File: src/rtl/fp_add_normalize.sv
// fp_add_normalize: post-adder normalization and IEEE-754 single packing.
//   clk        rising-edge clock
//   rst        asynchronous reset, active-low
//   in_valid / in_ready       bundle handshake (accepted only in IDLE)
//   in_sum, in_co             24-bit mantissa sum and adder carry-out
//   in_exp, in_sign           biased exponent (1..254) and result sign
//   out_valid / out_ready     result handshake (held in DONE until taken)
//   out_result                {sign, exp[7:0], frac[22:0]}
//   out_ovf, out_unf          overflow-to-infinity, denormal result
module fp_add_normalize #(
  parameter int MANT_W = 24,
  parameter int EXP_W  = 8
) (
  input  logic              clk,
  input  logic              rst,
  input  logic              in_valid,
  output logic              in_ready,
  input  logic [MANT_W-1:0] in_sum,
  input  logic              in_co,
  input  logic [EXP_W-1:0]  in_exp,
  input  logic              in_sign,
  output logic              out_valid,
  input  logic              out_ready,
  output logic [31:0]       out_result,
  output logic              out_ovf,
  output logic              out_unf
);
  typedef enum logic [1:0] {IDLE, NORM, DONE} state_t;
  state_t state, state_n;
  logic [MANT_W-1:0] mant_r, mant_n;
  logic [EXP_W-1:0] exp_r, exp_n, exp_inc;
  logic sign_r, sign_n, co_r, co_n, ovf_r, ovf_n, unf_r, unf_n;
  logic [31:0] result_r, result_n;
  assign exp_inc = exp_r + 1'b1;
  // state resets to IDLE, so gate with rst to keep in_ready low during reset
  assign in_ready = rst && state == IDLE;
  assign out_valid = state == DONE;
  assign out_result = result_r;
  assign out_ovf = ovf_r;
  assign out_unf = unf_r;
  always_ff @(posedge clk or negedge rst) begin
    if (!rst) begin
      state <= IDLE;
      mant_r <= '0;
      exp_r <= '0;
      sign_r <= 1'b0;
      co_r <= 1'b0;
      result_r <= '0;
      ovf_r <= 1'b0;
      unf_r <= 1'b0;
    end else begin
      state <= state_n;
      mant_r <= mant_n;
      exp_r <= exp_n;
      sign_r <= sign_n;
      co_r <= co_n;
      result_r <= result_n;
      ovf_r <= ovf_n;
      unf_r <= unf_n;
    end
  end
  always_comb begin
    state_n = state;
    mant_n = mant_r;
    exp_n = exp_r;
    sign_n = sign_r;
    co_n = co_r;
    result_n = result_r;
    ovf_n = ovf_r;
    unf_n = unf_r;
    case (state)
      IDLE: if (in_valid) begin
        state_n = NORM;
        mant_n = in_sum;
        exp_n = in_exp;
        sign_n = in_sign;
        co_n = in_co;
      end
      NORM: begin
        if (co_r) begin
          // carry-out: one truncating right shift, may overflow to infinity
          state_n = DONE;
          co_n = 1'b0;
          mant_n = {1'b1, mant_r[MANT_W-1:1]};
          exp_n = exp_inc;
          ovf_n = &exp_inc;
          result_n = &exp_inc ? {sign_r, 8'hFF, 23'd0} : {sign_r, exp_inc, mant_r[MANT_W-1:1]};
        end else if (mant_r == '0) begin
          state_n = DONE;
          result_n = '0;
        end else if (mant_r[MANT_W-1]) begin
          state_n = DONE;
          result_n = {sign_r, exp_r, mant_r[MANT_W-2:0]};
        end else if (exp_r == EXP_W'(1)) begin
          // exponent floor reached without a leading one: denormal
          state_n = DONE;
          unf_n = 1'b1;
          result_n = {sign_r, 8'h00, mant_r[MANT_W-2:0]};
        end else begin
          mant_n = mant_r << 1;
          exp_n = exp_r - 1'b1;
        end
      end
      DONE: if (out_ready) begin
        state_n = IDLE;
        ovf_n = 1'b0;
        unf_n = 1'b0;
      end
      default: state_n = IDLE;
    endcase
  end
endmodule

File: config.mk
export PLATFORM = sky130hd
export DESIGN_NAME = fp_add_normalize
export DESIGN_NICKNAME = d
export VERILOG_FILES = /design/src/rtl/fp_add_normalize.sv
export SDC_FILE = /design/constraint.sdc
export NUM_CORES = 1
export LEC_CHECK = 0
export CAP_MARGIN = 20
export CORE_MARGIN = 10
export CORE_UTILIZATION = 25
export DETAILED_ROUTE_END_ITERATION = 7
export DONT_BUFFER_PORTS = 1
export PLACE_DENSITY = 0.5
export SYNTH_ARGS = -nofsm -noshare
export SYNTH_HDL_FRONTEND = slang
export SYNTH_SLANG_ARGS = --single-unit
File: constraint.sdc
create_clock -name clk -period 2 [get_ports clk]
set_clock_uncertainty 0.1 [all_clocks]
set_input_delay 0.4 -clock clk [delete_from_list [all_inputs] [get_ports clk]]
set_output_delay 0.4 -clock clk [all_outputs]
set_load 0.005 [all_outputs]
==> impl_metrics.ini, run 1 <==
[outcome]
status = finished with violations
failed_checks = negative hold slack, negative setup slack

[synth]
synth.distinct_cells = 57
synth_warnings = 0
synth_seq_cells = 70
synth.yosys.seq_area_share_pct = 41.0
synthesis.nets = 513
synth_edf_count = 0
async_flop_share_pct = 100
synthFlopType = dfrtp_1
syn_inst = 471
syn-cell-area_sq_um = 4280
syn_area_per_cell_sq_um = 9.08

[critical_path]
critPathCaptureType = flop
critPathMaxStageDelay_ps = 480
r2r_end = exp_r[5]
path_cells = buf_6 > buf_4 > or4_4 > o32ai_2 > o21ai_0 > o21ai_0 > a21boi_1
cp.depth = 7
critical_path.startpoint_type = flop
cp_top_family = compound AO/OA/AOI/OAI gates
cp.buffers_inverters = 2
crit_slowest_cell = dfrtp_2
rr_startpoint = exp_r[0]
crit_fanout = 5
arrival_ps = 2260
criticalPathCategory = flop to flop
crit_path_frequent_cell = o21ai_0
r2r_cells = 7
reg2reg_slack_ps = -100
cp.required_ps = 2160

[sta]
hold_slack_ps = -348
fmax_mhz = 476
finalSetupViolCount = 36
hold_viol = 70
slew_headroom_pct = 65.2
fin_crit_ps = 2100
period_share_pct = 105
rsz0062_at_grt = true
tightest_slew_ps = 522
setup_slack_ps = -102
finalMaxSlewViolations = 0

[drt]
routed-via-count = 4196
drt-wirelength-per-cell_um = 21.3
final_antenna_net_count = 0
first_iter_violations = 460
drc = 0
viasPerCell = 5.40
firstDrtPassIters = 5
wirelength_mm = 16.6

[final_layout]
nNetsFinal = 594
multi_input_area_sq_um = 2830
antenna_cells = 0
nFillCells = 1644
fin_util_pct = 38.5
final_cell_area_sq_um = 6430
area_growth_pct = 50.5
drive_gt1_share_pct = 41.1
final-seq-area_sq_um = 1760

[power]
totalPowerFinal_uw = 12400
swShare_pct = 43.3
switching_power_uw = 5360
power_density_nw_per_um2 = 1930
clockPowerShare_pct = 14.1
p_int_uw = 7030
p_leak_uw = 0.00254
ir_drop_mv = 0.678
pwr-share-comb_pct = 62.9
share_seq_of_total_power_pct = 22.9

[clocking]
cts_buffers = 9
clockRootBuffer = clkbuf_16
clock_path_buffers = 2
insertion_delay_ps = 340
tritoncts = built
clk_pin_slew_ps = 70
h-tree-depth = 3
clock_sinks = 70

[global_route]
antenna_found_initial = 0
track_usage_pct = 13.5
grt_max_degree = 72
grt_pass1_wl_mm = 23.8
grt_pass1_vias = 4029
gr-total-overflow = 0

[floorplanning]
die_y_um = 151
start_util_pct = 25.6
die_width_um = 151
die-area_sq_um = 22700
core_sq_um = 16700
io_pins = 74
num_rows = 47

[placement]
port_buffers = 0
gp_congestion = 0.911
hpwlAfterDp_mm = 10.6
post_dp_cell_area_sq_um = 5020
dpl_worst_slack_ps = -129

[job]
maxCapViolCount = 0

[min_path]
holdCritPathClass = primary input to async pin
[layer usage]
layer  up-vias  track usage, %  share of wire, %
li1       1921               -                 -
met1      2147            17.8                45
met2       116            21.1                48
met3        12            3.64               6.1
met4         0            4.09              0.86
met5         -               0                 0
[repair_timing]
action	CTS	global route
endpoints found under the setup margin	59	67
endpoints found under the hold margin	70	70
cloned	4	8
resized for setup	53	115
pin swaps	12	22
setup buffers	14	7
[layout by cell type, fill, tap and decap left out, types with 19 or more instances in the layout]
master	n
o21ai_0	35
nor2b_1	24
dfrtp_1	65
o21ai_1	22
nand2_1	40
buf_4	79
nor2_1	30
a221oi_1	20
buf_6	19
mux2i_1	22
[logic make-up (layout without fill, tap and decap cells)]
kind of cell	Yosys count	in the layout	synth area share (%)
AO/OA/AOI/OAI	160	160	26.2
AND/OR/NAND/NOR	150	150	17.7
flip-flops	70	70	41.0
buffers and inverters	57	143	6.99
multiplexers	26	26	6.15
adder cells (fa/ha/maj)	4	4	1.17
XOR/XNOR	4	4	0.820
[Yosys cell counts (all sizes together), types with 2 or more instances]
library cell	count	area (sq um)
mux2	2	22.5
a31oi	4	25.0
o21ai	74	370
nor2b	25	156
nor3	3	15.0
o32ai	2	17.5
ha	4	50.1
nand3	14	70.1
clkbuf	22	87.6
nor4	8	65.1
or4	2	18.8
o41ai	23	220
nand4	5	31.3
a21oi	10	50.1
mux2i	24	240
a21boi	3	22.5
dfrtp	70	1750
nor2	41	164
buf	24	170
nand2	41	154
nor3b	2	15.0
a2bb2oi	4	35.0
o31ai	2	15.0
xnor2	2	17.5
a21o	2	15.0
o22ai	4	45.0
or3	2	12.5
a221oi	23	201
o211ai	2	15.0
inv	11	41.3
xor2	2	17.5
[power groups by stage]
stage	logic [uW]	registers [uW]	clock network, uW
floorplan	3410	2640	0
finish	7790	2840	1750
global placement	5340	2760	0
CTS	6240	2770	1780
detailed placement	5450	2770	0
global route	8380	2940	1850
[worst max path at each step]
| stage | slack (ps) | startpoint | to |
|---|---|---|---|
| after global routing | -180 | exp_r[0] | exp_r[5] |
| after global placement | -130 | mant_r[11] | out_result[10] |
| after floorplan | 20 | exp_r[5] | out_result[13] |
| final | -100 | exp_r[0] | exp_r[5] |
| after CTS | -90 | exp_r[1] | exp_r[6] |
| after detailed placement | -130 | mant_r[11] | out_result[18] |
[state kept, by name, summed over array words and instances, names as in the netlist]
| register | cells |
|---|---|
| state | 2 |
| co_r | 1 |
| exp_r | 8 |
| out_result | 32 |
| out_ovf | 1 |
| out_unf | 1 |
| mant_r | 24 |
| sign_r | 1 |
[metrics by stage]
step	setup TNS (ps)	instances
after floorplan	0	471
after global placement	-4250	732
after detailed placement	-2760	732
after CTS	-1500	765
after global routing	-6350	777
final	-1410	777
[layout make-up]
type | instances | share of cell area [%]
multi-input cells | 344 | 43.9
flip-flops and latches | 70 | 27.3
inverters | 11 | 0.758
repair buffers | 116 | 18.8
well taps | 220 | 4.28
clock buffers | 11 | 3.62
clock inverters | 5 | 1.30
[worst register-to-register path, stage by stage (launching register included)]
cell	delay, ps
dfrtp_2	480
buf_6	150
buf_4	130
or4_4	430
o32ai_2	250
o21ai_0	110
o21ai_0	170
a21boi_1	200
No activity file was read; power rests on OpenSTA's default activity.
==> inputs of run 2 (changes only) <==
--- a/config.mk
+++ b/config.mk
@@ -5,12 +5,12 @@
 export SDC_FILE = /design/constraint.sdc
 export NUM_CORES = 1
 export LEC_CHECK = 0
-export CAP_MARGIN = 20
 export CORE_MARGIN = 10
 export CORE_UTILIZATION = 25
 export DETAILED_ROUTE_END_ITERATION = 7
 export DONT_BUFFER_PORTS = 1
-export PLACE_DENSITY = 0.5
+export PLACE_DENSITY = 0.48
+export SKIP_CTS_REPAIR_TIMING = 1
 export SYNTH_ARGS = -nofsm -noshare
 export SYNTH_HDL_FRONTEND = slang
 export SYNTH_SLANG_ARGS = --single-unit
==> constraint.sdc (replaced) <==
create_clock -name clk -period 2.47 [get_ports clk]
set_clock_uncertainty 0.1 [all_clocks]
set_input_delay 0.494 -clock clk [delete_from_list [all_inputs] [get_ports clk]]
set_output_delay 0.494 -clock clk [all_outputs]
set_load 0.005 [all_outputs]
==> run 2 against run 1 <==
Against the previous run: the run now ends clean; via count is 12% lower; core utilization shrank 9.1 points; sequential cell count is the same; sequential power is 13% lower; worst setup slack better by 300 ps; routed wire length is 17% lower; final area shrank 24%.
==> impl_metrics.ini, run 2 (same netlist as run 1, synthesis figures left out) <==
[sta]
tightest_slew_ps = 882
hold_viol = 0
hold_slack_ps = 135
fin_setup_tns_ps = 0
fin_crit_ps = 2270
slew_headroom_pct = 41.1
fmax_mhz = 441
rsz0062_at_grt = false
finalMaxSlewViolations = 0
finalSetupViolCount = 0
period_share_pct = 91.9

[placement]
port_buffers = 0
hpwlAfterDp_mm = 9.53
gp_congestion = 0.847

[job]
maxCapViolCount = 0

[clocking]
clockRootBuffer = clkbuf_16
clock_sinks = 70
clk_pin_slew_ps = 60
h-tree-depth = 3
tritoncts = built
insertion_delay_ps = 340
cts_buffers = 9
clock_path_buffers = 2

[global_route]
grt_max_degree = 72
gr-total-overflow = 0
grt_pass1_wl_mm = 21.4
grt_pass1_vias = 3528
track_usage_pct = 11.9
antenna_found_initial = 0

[final_layout]
largest_register_ffs = 32
final-seq-area_sq_um = 1750
area_growth_pct = 15.1
drive_gt1_share_pct = 12.7
final_common_cell = dfrtp_1
multi_input_area_sq_um = 2250
nNetsFinal = 508
antenna_cells = 0
final_cell_mix = 69 x dfrtp_1, 59 x o21ai_0, 41 x nand2_1
nFillCells = 1800

[floorplanning]
io_pins = 74
die_y_um = 151
num_rows = 47
die_width_um = 151
start_util_pct = 25.6
core_sq_um = 16700
die-area_sq_um = 22700

[critical_path]
cp.required_ps = 2590
rr_startpoint = mant_r[4]
critPathCaptureType = flop
r2r_cells = 6
r2r_end = out_result[17]
critical_path.startpoint_type = flop
arrival_ps = 2390
startpoint = mant_r[4]
setup.worst_path.end = out_result[17]
crit_fanout = 49
criticalPathCategory = flop to flop
reg2reg_slack_ps = 200

[power]
p_leak_uw = 0.00187
ir_drop_mv = 0.374
power_density_nw_per_um2 = 1490

[drt]
drt-wirelength-per-cell_um = 19.8
routed-via-count = 3683
first_iter_violations = 385
highest_layer = met4
viasPerCell = 5.33
m1WireLength_mm = 6.27
wl_met3_mm = 1.07
wirelength_mm = 13.7
drc = 0
firstDrtPassIters = 5
wl_met2_mm = 6.14
final_antenna_net_count = 0

[outcome]
status = finished, final reports clean

[min_path]
holdCritPathClass = primary input to flop
run 2: final cells by class:
| cell class | instances | area share, % |
|---|---|---|
| flip-flops and latches | 70 | 35.6 |
| multi-input cells | 344 | 45.6 |
| clock inverters | 4 | 1.09 |
| repair buffers | 30 | 5.80 |
| clock buffers | 12 | 5.42 |
| well taps | 220 | 5.59 |
| inverters | 11 | 0.839 |
run 2: critical path, stage by stage, from the launching register on:
cell	delay [ps]
dfrtp_1	430
nor4_1	550
nand3_1	220
o22ai_4	210
buf_12	300
mux2i_1	220
o21ai_0	90
run 2: power breakdown:
| group | internal, uW | switching, uW | total (uW) |
|---|---|---|---|
| sequential | 1720 | 755 | 2470 |
| clock | 866 | 519 | 1390 |
| combinational | 1440 | 2030 | 3470 |
run 2: worst min-delay path by stage:
| stage | startpoint | to | depth (start not counted) |
|---|---|---|---|
| after global placement | rst | out_result[10] | 0 |
| after detailed placement | rst | out_result[9] | 0 |
| final | out_ready | out_unf | 1 |
| after global routing | out_ready | out_unf | 1 |
| after floorplan | rst | co_r | 0 |
| after CTS | rst | out_result[9] | 0 |
run 2: routing by layer:
layer / up-vias / GRT usage [%]
met5: - / 0
met3: 14 / 4.12
met2: 110 / 17.5
li1: 1741 / -
met4: 0 / 3.99
met1: 1818 / 16.0
run 2: stage by stage:
step	total power, uW	instance area [sq um]	worst slack, ps	instances	util, %
finish	7330	4920	200	691	29.5
global placement	5860	4560	180	673	27.3
detailed placement	5920	4560	174	673	27.3
floorplan	4890	4280	434	471	-
global route	7920	4920	7.31	691	29.5
CTS	7340	4880	165	689	29.2
==> inputs of run 3 (changes only) <==
--- a/config.mk
+++ b/config.mk
@@ -6,10 +6,10 @@
 export NUM_CORES = 1
 export LEC_CHECK = 0
 export CORE_MARGIN = 10
-export CORE_UTILIZATION = 25
+export CORE_UTILIZATION = 30
 export DETAILED_ROUTE_END_ITERATION = 7
 export DONT_BUFFER_PORTS = 1
-export PLACE_DENSITY = 0.48
+export PLACE_DENSITY = 0.54
 export SKIP_CTS_REPAIR_TIMING = 1
 export SYNTH_ARGS = -nofsm -noshare
 export SYNTH_HDL_FRONTEND = slang
==> run 3 against run 2 <==
Against the previous run: worst setup slack improved by 10 ps; combinational power barely moved; highest routed layer unchanged; first-iteration DRC count rose by 7.0%; critical path depth fell by 1; sequential cell count did not move; largest power group unchanged; sequential share of layout area rose by 0.53 points; clock power fell by 6%; core utilization rose by 5.3 points.
==> impl_metrics.ini, run 3 (same netlist as run 1, synthesis figures left out) <==
[outcome]
status = finished, final reports clean

[sta]
rsz0062_at_grt = false
hold_slack_ps = 131
finalMaxSlewViolations = 0
fmax_mhz = 442
finalSetupViolCount = 0
tightest_slew_ps = 510
slew_headroom_pct = 65.7
period_share_pct = 91.5
hold_viol = 0
fin_setup_tns_ps = 0
fin_crit_ps = 2260

[floorplanning]
die_y_um = 139
num_rows = 43
io_pins = 74
die-area_sq_um = 19400
die_width_um = 139
start_util_pct = 30.7
core_sq_um = 13900

[power]
p_int_uw = 3960
swShare_pct = 45.2
p_leak_uw = 0.00184
power_density_nw_per_um2 = 1490
clockPowerShare_pct = 18.1
ir_drop_mv = 0.476
switching_power_uw = 3260
pwr-share-comb_pct = 47.8
share_seq_of_total_power_pct = 34.1

[clocking]
tritoncts = built
insertion_delay_ps = 340
clock_path_buffers = 2
cts_buffers = 9
clockRootBuffer = clkbuf_16
clk_pin_slew_ps = 60
h-tree-depth = 3
clock_sinks = 70

[global_route]
grt_pass1_wl_mm = 20.5
antenna_found_initial = 0
gr-total-overflow = 0
grt_pass1_vias = 3485
track_usage_pct = 12.9
grt_max_degree = 72

[final_layout]
final_cell_mix = 69 x dfrtp_1, 59 x o21ai_0, 41 x nand2_1
final_common_cell = dfrtp_1
multi_input_area_sq_um = 2240
final_cell_area_sq_um = 4850
area_growth_pct = 13.4
largest_register_ffs = 32
antenna_cells = 0
final-seq-area_sq_um = 1750
nFillCells = 1399
fin_util_pct = 34.8
nNetsFinal = 507
drive_gt1_share_pct = 12.3

[critical_path]
reg2reg_slack_ps = 210
r2r_cells = 5
cp.required_ps = 2590
rr_startpoint = mant_r[3]
critical_path.startpoint_type = flop
crit_fanout = 33
arrival_ps = 2380
r2r_end = out_result[26]
critPathCaptureType = flop
criticalPathCategory = flop to flop

[placement]
post_dp_cell_area_sq_um = 4510
port_buffers = 0
hpwlAfterDp_mm = 9.12
gp_congestion = 0.873

[drt]
viasPerCell = 5.69
final_antenna_net_count = 0
firstDrtPassIters = 5
drt-wirelength-per-cell_um = 19.9
first_iter_violations = 412
wirelength_mm = 12.9
drc = 0
routed-via-count = 3697

[min_path]
hold_start = out_ready
whs_endpoint = out_unf
holdPathStages = 1
holdCritPathClass = primary input to flop

[job]
maxCapViolCount = 0
-- run 3: layout make-up --
class	instances	area share (%)
Clock buffer	9	4.65
Sequential cell	70	36.2
Timing Repair Buffer	29	5.99
Clock inverter	7	1.52
Multi-Input combinational cell	344	46.2
Tap cell	180	4.65
Inverter	11	0.852
-- run 3: power groups by stage --
stage                     Combinational (uW)  Sequential, uW  Clock [uW]
after floorplan                         2750            2140           0
after global routing                    3860            2560        1400
final                                   3460            2460        1310
after CTS                               3440            2470        1350
after detailed placement                3430            2490           0
after global placement                  3370            2470           0
-- run 3: critical path, cell delays in order, from the launching register on --
cell and delay (ps):
dfrtp_1 430, nor4_1 510, nand3_1 240, o22ai_4 260
buf_12 240, mux2_2 350
-- run 3: per-stage QoR --
step	power, uW	std cells	worst slack [ps]
after global placement	5850	632	287
final	7220	650	210
after floorplan	4890	471	434
after CTS	7260	648	199
after detailed placement	5920	632	216
after global routing	7820	650	25.1
-- run 3: metal layers --
layer / track usage (%) / share of wire (%) / routed length [um]
met1: 16.5 / 44 / 5720
met2: 19.2 / 46 / 5920
met3: 5.00 / 8.3 / 1070
met4: 4.67 / 1.7 / 223
met5: 0 / 0 / 0
-- run 3: worst max path at each step --
stage                     startpoint              to  slack [ps]  cells past startpoint
after global routing      mant_r[17]       mant_r[1]          30                      6
after floorplan             exp_r[0]        exp_r[6]         430                      8
after global placement     mant_r[0]  out_result[26]         290                      5
final                      mant_r[3]  out_result[26]         210                      5
after detailed placement  mant_r[17]  out_result[26]         220                      5
after CTS                 mant_r[17]  out_result[26]         200                      5
